## config.mk

```make
export PLATFORM = sky130hd
export DESIGN_NAME = flit_link_tx_flat
export DESIGN_NICKNAME = d
export VERILOG_FILES = /design/src/rtl/ravenoc_pkg.sv /design/src/rtl/flit_link_tx_if.sv /design/src/rtl/flit_link_tx_checker.sv /design/src/rtl/flit_link_tx_credit_counter.sv /design/src/rtl/flit_link_tx.sv /design/src/flat_wrapper.sv
export SDC_FILE = /design/constraint.sdc
export NUM_CORES = 1
export LEC_CHECK = 0
export ABC_AREA = 0
export CAP_MARGIN = 20
export CORE_MARGIN = 2
export CORE_UTILIZATION = 38
export CTS_CLUSTER_DIAMETER = 100
export CTS_CLUSTER_SIZE = 20
export DETAILED_ROUTE_END_ITERATION = 16
export GPL_TIMING_DRIVEN = 1
export PLACE_DENSITY = 0.78
export SYNTH_ARGS = -nofsm -noshare
export SYNTH_HDL_FRONTEND = slang
export SYNTH_SLANG_ARGS = --single-unit
```

## constraint.sdc

```tcl
create_clock -name clk -period 1.8 [get_ports clk]
set_input_delay 0.36 -clock clk [delete_from_list [all_inputs] [get_ports clk]]
set_output_delay 0.36 -clock clk [all_outputs]
set_load 0.01 [all_outputs]
```

## src/rtl/ravenoc_pkg.sv

```systemverilog
// Shared NoC definitions: flit type encoding, flit type field position and
// link transmitter packet states.
package ravenoc_pkg;

  typedef enum logic [1:0] {
    INVALID = 2'b00,
    HEAD    = 2'b01,
    BODY    = 2'b10,
    TAIL    = 2'b11
  } flit_type_t;

  // The type field occupies the top FLIT_TYPE_W bits of every flit.
  localparam int FLIT_TYPE_W       = 2;
  localparam int FLIT_TYPE_TOP_OFS = 1;

  typedef enum logic {
    IDLE = 1'b0,
    PKT  = 1'b1
  } tx_state_t;

endpackage

```

## src/rtl/flit_link_tx_if.sv

```systemverilog
// Bundle of the FIFO-side, link-side and status signals of flit_link_tx.
interface flit_link_tx_if #(
  parameter int FLIT_WIDTH = 34,
  parameter int CREDITS    = 2
);
  localparam int CNT_W = $clog2(CREDITS + 1);

  logic                  fifo_empty_i;
  logic [FLIT_WIDTH-1:0] fifo_data_i;
  logic                  fifo_rd_o;
  logic [FLIT_WIDTH-1:0] flit_o;
  logic                  flit_valid_o;
  logic                  credit_i;
  logic [CNT_W-1:0]      credits_o;
  logic                  pkt_active_o;
  logic                  error_o;

  modport master (
    input  fifo_empty_i, fifo_data_i, credit_i,
    output fifo_rd_o, flit_o, flit_valid_o, credits_o, pkt_active_o, error_o
  );

  modport slave (
    output fifo_empty_i, fifo_data_i, credit_i,
    input  fifo_rd_o, flit_o, flit_valid_o, credits_o, pkt_active_o, error_o
  );
endinterface

```

## src/rtl/flit_link_tx_checker.sv

```systemverilog
// Protocol assertions for flit_link_tx (bound in unless NO_ASSERTIONS).
module flit_link_tx_checker #(
  parameter int CREDITS = 2,
  parameter int CNT_W   = $clog2(CREDITS + 1)
) (
  input logic             clk,
  input logic             arst,
  input logic             fifo_empty,
  input logic             fifo_rd,
  input logic [CNT_W-1:0] credits
);
  localparam bit CREDITS_OK = (CREDITS >= 1);

  a_credits_param: assert property (@(posedge clk) CREDITS_OK)
    else $error("CREDITS must be at least 1");

  a_cnt_max: assert property (@(posedge clk) disable iff (arst)
    credits <= CNT_W'(CREDITS))
    else $error("credit count above CREDITS");

  a_rd_empty: assert property (@(posedge clk) disable iff (arst)
    !(fifo_rd && fifo_empty))
    else $error("FIFO popped while empty");
endmodule

```

## src/rtl/flit_link_tx_credit_counter.sv

```systemverilog
// Saturating downstream credit counter; overflow_o flags a credit returned
// while already full with no send in the same cycle.
module credit_counter #(
  parameter int CREDITS = 2,
  parameter int CNT_W   = $clog2(CREDITS + 1)
) (
  input  logic             clk,
  input  logic             arst,
  input  logic             dec_i,
  input  logic             inc_i,
  output logic [CNT_W-1:0] cnt_o,
  output logic             avail_o,
  output logic             overflow_o
);
  localparam logic [CNT_W-1:0] FULL = CNT_W'(CREDITS);

  logic [CNT_W-1:0] cnt_r;
  logic [CNT_W-1:0] cnt_nxt_s;
  logic             overflow_s;

  // Next credit count from send/return events.
  always_comb begin
    cnt_nxt_s  = cnt_r;
    overflow_s = 1'b0;
    case ({dec_i, inc_i})
      2'b10: cnt_nxt_s = cnt_r - CNT_W'(1);
      2'b01: begin
        if (cnt_r == FULL) begin
          overflow_s = 1'b1;
        end else begin
          cnt_nxt_s = cnt_r + CNT_W'(1);
        end
      end
      default: cnt_nxt_s = cnt_r;
    endcase
  end

  // Credit count register.
  always_ff @(posedge clk or posedge arst) begin
    if (arst) begin
      cnt_r <= FULL;
    end else begin
      cnt_r <= cnt_nxt_s;
    end
  end

  assign cnt_o      = cnt_r;
  assign avail_o    = (cnt_r != CNT_W'(0));
  assign overflow_o = overflow_s;
endmodule

```

## src/rtl/flit_link_tx.sv

```systemverilog
// Credit-based NoC link transmitter draining an upstream flit FIFO.
// Optional packet framing check enabled by FLIT_TX_PKT_CHECK_EN.
module flit_link_tx
  import ravenoc_pkg::*;
#(
  parameter int FLIT_WIDTH = 34,
  parameter int CREDITS    = 2
) (
  input logic            clk,
  input logic            arst,
  flit_link_tx_if.master bus
);
  localparam int CNT_W = $clog2(CREDITS + 1);

  logic                  pop_s;
  logic                  send_s;
  logic                  drop_s;
  logic                  avail_s;
  logic                  overflow_s;
  logic [CNT_W-1:0]      cnt_s;
  logic [FLIT_WIDTH-1:0] flit_r;
  logic                  valid_r;
  logic                  err_r;

  // Popping is blocked during reset even though the counter sits at full.
  assign pop_s         = ~arst & ~bus.fifo_empty_i & avail_s;
  assign bus.fifo_rd_o = pop_s;

  credit_counter #(.CREDITS(CREDITS)) u_credit (
    .clk        (clk),
    .arst       (arst),
    .dec_i      (send_s),
    .inc_i      (bus.credit_i),
    .cnt_o      (cnt_s),
    .avail_o    (avail_s),
    .overflow_o (overflow_s)
  );

`ifdef FLIT_TX_PKT_CHECK_EN
  tx_state_t  state_r;
  tx_state_t  state_nxt_s;
  flit_type_t ftype_s;

  assign ftype_s = flit_type_t'(bus.fifo_data_i[FLIT_WIDTH-FLIT_TYPE_TOP_OFS -: FLIT_TYPE_W]);

  // Packet framing state register.
  always_ff @(posedge clk or posedge arst) begin
    if (arst) begin
      state_r <= IDLE;
    end else begin
      state_r <= state_nxt_s;
    end
  end

  // Framing decision: out-of-order flits are consumed but dropped.
  always_comb begin
    state_nxt_s = state_r;
    send_s      = 1'b0;
    drop_s      = 1'b0;
    if (pop_s) begin
      case (state_r)
        IDLE: begin
          if (ftype_s == HEAD) begin
            send_s      = 1'b1;
            state_nxt_s = PKT;
          end else begin
            drop_s = 1'b1;
          end
        end
        PKT: begin
          case (ftype_s)
            BODY: send_s = 1'b1;
            TAIL: begin
              send_s      = 1'b1;
              state_nxt_s = IDLE;
            end
            default: drop_s = 1'b1;
          endcase
        end
        default: state_nxt_s = IDLE;
      endcase
    end else begin
      state_nxt_s = state_r;
    end
  end

  assign bus.pkt_active_o = (state_r == PKT);
`else
  assign send_s           = pop_s;
  assign drop_s           = 1'b0;
  assign bus.pkt_active_o = 1'b0;
`endif

  // Link output and error pulse registers.
  always_ff @(posedge clk or posedge arst) begin
    if (arst) begin
      flit_r  <= '0;
      valid_r <= 1'b0;
      err_r   <= 1'b0;
    end else begin
      valid_r <= send_s;
      err_r   <= drop_s | overflow_s;
      if (send_s) begin
        flit_r <= bus.fifo_data_i;
      end
    end
  end

  assign bus.flit_o       = flit_r;
  assign bus.flit_valid_o = valid_r;
  assign bus.error_o      = err_r;
  assign bus.credits_o    = cnt_s;

`ifndef NO_ASSERTIONS
  flit_link_tx_checker #(.CREDITS(CREDITS)) u_chk (
    .clk        (clk),
    .arst       (arst),
    .fifo_empty (bus.fifo_empty_i),
    .fifo_rd    (pop_s),
    .credits    (cnt_s)
  );
`endif
endmodule

```

## src/flat_wrapper.sv

```systemverilog
// flat-port wrapper written by rule: the top's interface ports become plain ports
module flit_link_tx_flat import ravenoc_pkg::*;
#(
  parameter int FLIT_WIDTH = 34,
  parameter int CREDITS    = 2
)
  (clk, arst, bus_fifo_empty_i, bus_fifo_data_i, bus_credit_i, bus_fifo_rd_o, bus_flit_o, bus_flit_valid_o, bus_credits_o, bus_pkt_active_o, bus_error_o);
  flit_link_tx_if #(.FLIT_WIDTH(FLIT_WIDTH), .CREDITS(CREDITS)) bus_i ();
  input logic clk;
  input logic arst;
  input wire logic [$bits(bus_i.fifo_empty_i)-1:0] bus_fifo_empty_i;
  input wire logic [$bits(bus_i.fifo_data_i)-1:0] bus_fifo_data_i;
  input wire logic [$bits(bus_i.credit_i)-1:0] bus_credit_i;
  output wire logic [$bits(bus_i.fifo_rd_o)-1:0] bus_fifo_rd_o;
  output wire logic [$bits(bus_i.flit_o)-1:0] bus_flit_o;
  output wire logic [$bits(bus_i.flit_valid_o)-1:0] bus_flit_valid_o;
  output wire logic [$bits(bus_i.credits_o)-1:0] bus_credits_o;
  output wire logic [$bits(bus_i.pkt_active_o)-1:0] bus_pkt_active_o;
  output wire logic [$bits(bus_i.error_o)-1:0] bus_error_o;
  assign bus_i.fifo_empty_i = bus_fifo_empty_i;
  assign bus_i.fifo_data_i = bus_fifo_data_i;
  assign bus_i.credit_i = bus_credit_i;
  assign bus_fifo_rd_o = bus_i.fifo_rd_o;
  assign bus_flit_o = bus_i.flit_o;
  assign bus_flit_valid_o = bus_i.flit_valid_o;
  assign bus_credits_o = bus_i.credits_o;
  assign bus_pkt_active_o = bus_i.pkt_active_o;
  assign bus_error_o = bus_i.error_o;
  flit_link_tx #(.FLIT_WIDTH(FLIT_WIDTH), .CREDITS(CREDITS)) u_core (.clk(clk), .arst(arst), .bus(bus_i));
endmodule
```

==> flow_summary_export.csv <==
group,metric,value,unit
logic_synthesis,yosys.area_share.adder,0,%
die,start_util,39.86,%
clock_tree,clock-sinks,38,
logic_synthesis,synth_seq_cells,38,
layout,area_delta_synth_final,62.47,%
min_path,hold_path_class,"register to register",
min_path,hp-start,"u_core.bus.flit_o[18]",
worst_setup_path,end_kind,"output port",
worst_setup_path,r2r_slack,0.17,ns
layout,layout-drive-gt1-share,25.57,%
route,drc,0,
logic_synthesis,syn_inst,92,
worst_setup_path,cp_data_required_time,1.44,ns
clock_tree,numCtsBuffers,5,
route,firstDrtPassIters,3,
power,p_switching,1.084,mW
worst_setup_path,crit_family,"flip-flops",
layout,stdcell_count,224,
die,die_y,66.20,um
logic_synthesis,synth_mux_area_share,26.04,%
place,gp_congestion,0.7664,
die,fp-row-count,22,
clock_tree,clk_path_buf_depth,2,
power,p_leak,0.9969,nW
route,ant_nets,0,
layout,final_cell_mix,"clkdlybuf4s50_1, dfrtp_1, mux2_2",
worst_setup_path,ff2ff_path_depth,4,
logic_synthesis,synth_compound_area_share,1.872,%
logic_synthesis,syn_avg_cell_area,15.98,sq um
power,p_int,2.712,mW
logic_synthesis,ys_types,19,
clock_tree,postCtsHoldBufs,0,
route,num_vias,1029,
logic_synthesis,ys_warn_count,0,
timing,rsz0062_at_grt,"false",
power,seq_power_share,39.7,%
logic_synthesis,yosysTopAreaCell,"dfrtp_1",
die,dieArea,4382,sq um
logic_synthesis,synthXorXnorAreaFrac,0,%
power,peakVddDrop,0.0008119,V
global_routing,grt_max_degree,39,
timing,hold_ws,0.5000,ns
min_path,min_path_cells,1,
place,dp_hpwl,2355,um
global_routing,antenna_found_initial,0,
worst_setup_path,cp.depth,3,
timing,timing.final.crit_period,1.731,ns
timing,finalMaxSlewViolations,0,
worst_setup_path,path_max_fanout,6,
logic_synthesis,synth_area_leaders,"dfrtp_1, mux2_2, buf_6",
outcome,status,"completed",
worst_setup_path,cp.buffers_inverters,1,
power,cellPowerDensity,1589,nW/um^2
global_routing,track_usage,15.20,%
worst_setup_path,worstSetupPathType,"register to output port",
worst_setup_path,worstPathArrival,1.37,ns
global_routing,grt_pass1_wl,4836,um
logic_synthesis,synth_nets,130,
power,power_frac_clock,15.0,%
route,drt-total-wl,3090,um
route,drt_iter0_drc,17,
global_routing,met1_usage,14.03,%
place,dp.cells,216,
layout,layout.nets,213,
route,viasPerCell,4.594,
clock_tree,cts_tree,"done",
timing,fin_skew,0.003251,ns
layout,diodes,0,
global_routing,grt-busiest-layer,"met2",
timing,hold_viol_final,0,
route,post_drt_wl_per_cell,13.79,um
global_routing,grt_util_met2,29.13,%
worst_setup_path,cpPeakStageDelay,0.58,ns
worst_setup_path,r2r_start,"u_core.u_credit.cnt_o[1]",
logic_synthesis,ys_seq_area_share,64.77,%
worst_setup_path,crit_chain,"nor2_2, nor3_4, dlygate4sd2_1",
worst_setup_path,reg2reg_to,"u_core.bus.flit_o[8]",
timing,setup_viol,0,
power,totalPowerFinal,3.795,mW
clock_tree,clk_pin_slew,0.07,ns
min_path,min_to,"u_core.bus.flit_o[18]",
die,io_pins,78,
flow_run,drv_cap,0,
die,coreArea,3689,sq um
place,io_buffers,76,
layout,nFillCells,298,
logic_synthesis,netlist_area,1470,sq um
worst_setup_path,start_kind,"register",
clock_tree,htree_levels,2,
global_routing,grt_util_met3,4.429,%
clock_tree,cts-root-buf,"clkbuf_8",
global_routing,grt_pass1_vias,1123,
logic_synthesis,synth_top_family_by_area,"multiplexers",
worst_setup_path,crit_slowest_cell,"dfstp_2",
timing,finalCritPeriodShare,96.15,%
power,sw_frac_of_total,28.55,%
die,die_x,66.20,um
logic_synthesis,yosys.area_share.simple,3.745,%
power,combPwrFrac,45.3,%
global_routing,overflow,0,
clock_tree,clock_latency,0.28,ns
timing,fmax,577.8,MHz
timing,fin_tns_setup,0,ns
layout,mostFrequentLayoutCell,"clkdlybuf4s50_1",
logic_synthesis,yosysTopAreaCellShare,62.98,%
metal layers:
metal	routed length (um)	up-vias
li1	-	482
met1	1076	500
met2	1718	42
met3	235	5
met4	59	0
met5	0	-
through the flow:
stage	utilization (%)	setup slack (ns)	cell area (sq um)
final	64.76	0.06926	2389
after global routing	64.76	0.008265	2389
after CTS	64.59	0.005221	2382
after detailed placement	62.14	-0.2211	2292
after global placement	62.14	-0.1850	2292
after floorplan	-	0.2206	1470
logic make-up (layout without fill, tap and decap cells):
logic type	Yosys count	after routing
other	1	1
buffers and inverters	6	90
multiplexers	34	34
AND/OR/NAND/NOR	8	8
flip-flops	38	38
AO/OA/AOI/OAI	5	5
worst reg2reg max path, delay by kind of cell, from the launching register on:
| kind | cells | cell delay, ns |
|---|---|---|
| buffers and inverters | 1 | 0.32 |
| flip-flops | 1 | 0.58 |
| multiplexers | 1 | 0.39 |
| AND/OR/NAND/NOR | 2 | 0.22 |
what timing repair did:
action	4_1_cts	5_1_grt
setup endpoints to repair	1	9
gates resized for setup	1	2
buffers inserted	0	0
power by group through the flow:
stage | combinational [mW] | clock [mW] | sequential, mW
after floorplan | 0.521 | 0 | 1.71
after global placement | 1.71 | 0 | 1.50
after detailed placement | 1.75 | 0 | 1.53
after CTS | 1.75 | 0.596 | 1.51
after global routing | 1.83 | 0.645 | 1.56
final | 1.72 | 0.568 | 1.51
cells in the mapped netlist (all sizes together):
library cell  count
dfrtp            37
mux2             34
buf               4
a21oi             2
inv               2
nor2              2
nor3              2
o21ai             2
a211oi            1
conb              1
dfstp             1
nand2             1
nand3             1
nor4b             1
or3               1
how the worst max path moves through the flow:
stage,start,end,slack [ns]
global placement,arst,bus_fifo_rd_o,-0.18
global route,u_core.u_credit.cnt_o[1],bus_fifo_rd_o,0.008
detailed placement,bus_fifo_empty_i,u_core.bus.flit_o[4],-0.22
floorplan,u_core.u_credit.cnt_o[1],u_core.bus.flit_o[0],0.22
finish,u_core.u_credit.cnt_o[1],bus_fifo_rd_o,0.07
CTS,u_core.u_credit.cnt_o[1],bus_credits_o[1],0.005
flip-flops by register name, indices dropped and copies added (netlist names):
name / flops
u_core.u_credit.cnt_o: 2
u_core.bus.error_o: 1
u_core.bus.flit_valid_o: 1
u_core.bus.flit_o: 34
layout make-up:
type / count / area (sq um) / share of cell area (%)
clock buffers: 7 / 86.33 / 3.614
clock inverters: 1 / 5.005 / 0.2095
inverters: 2 / 7.507 / 0.3143
multi-input cells: 48 / 469.2 / 19.64
flip-flops and latches: 38 / 952.2 / 39.86
well taps: 48 / 60.06 / 2.514
repair buffers: 80 / 808.3 / 33.84
Note: power is estimated with default switching activity, not from simulation.
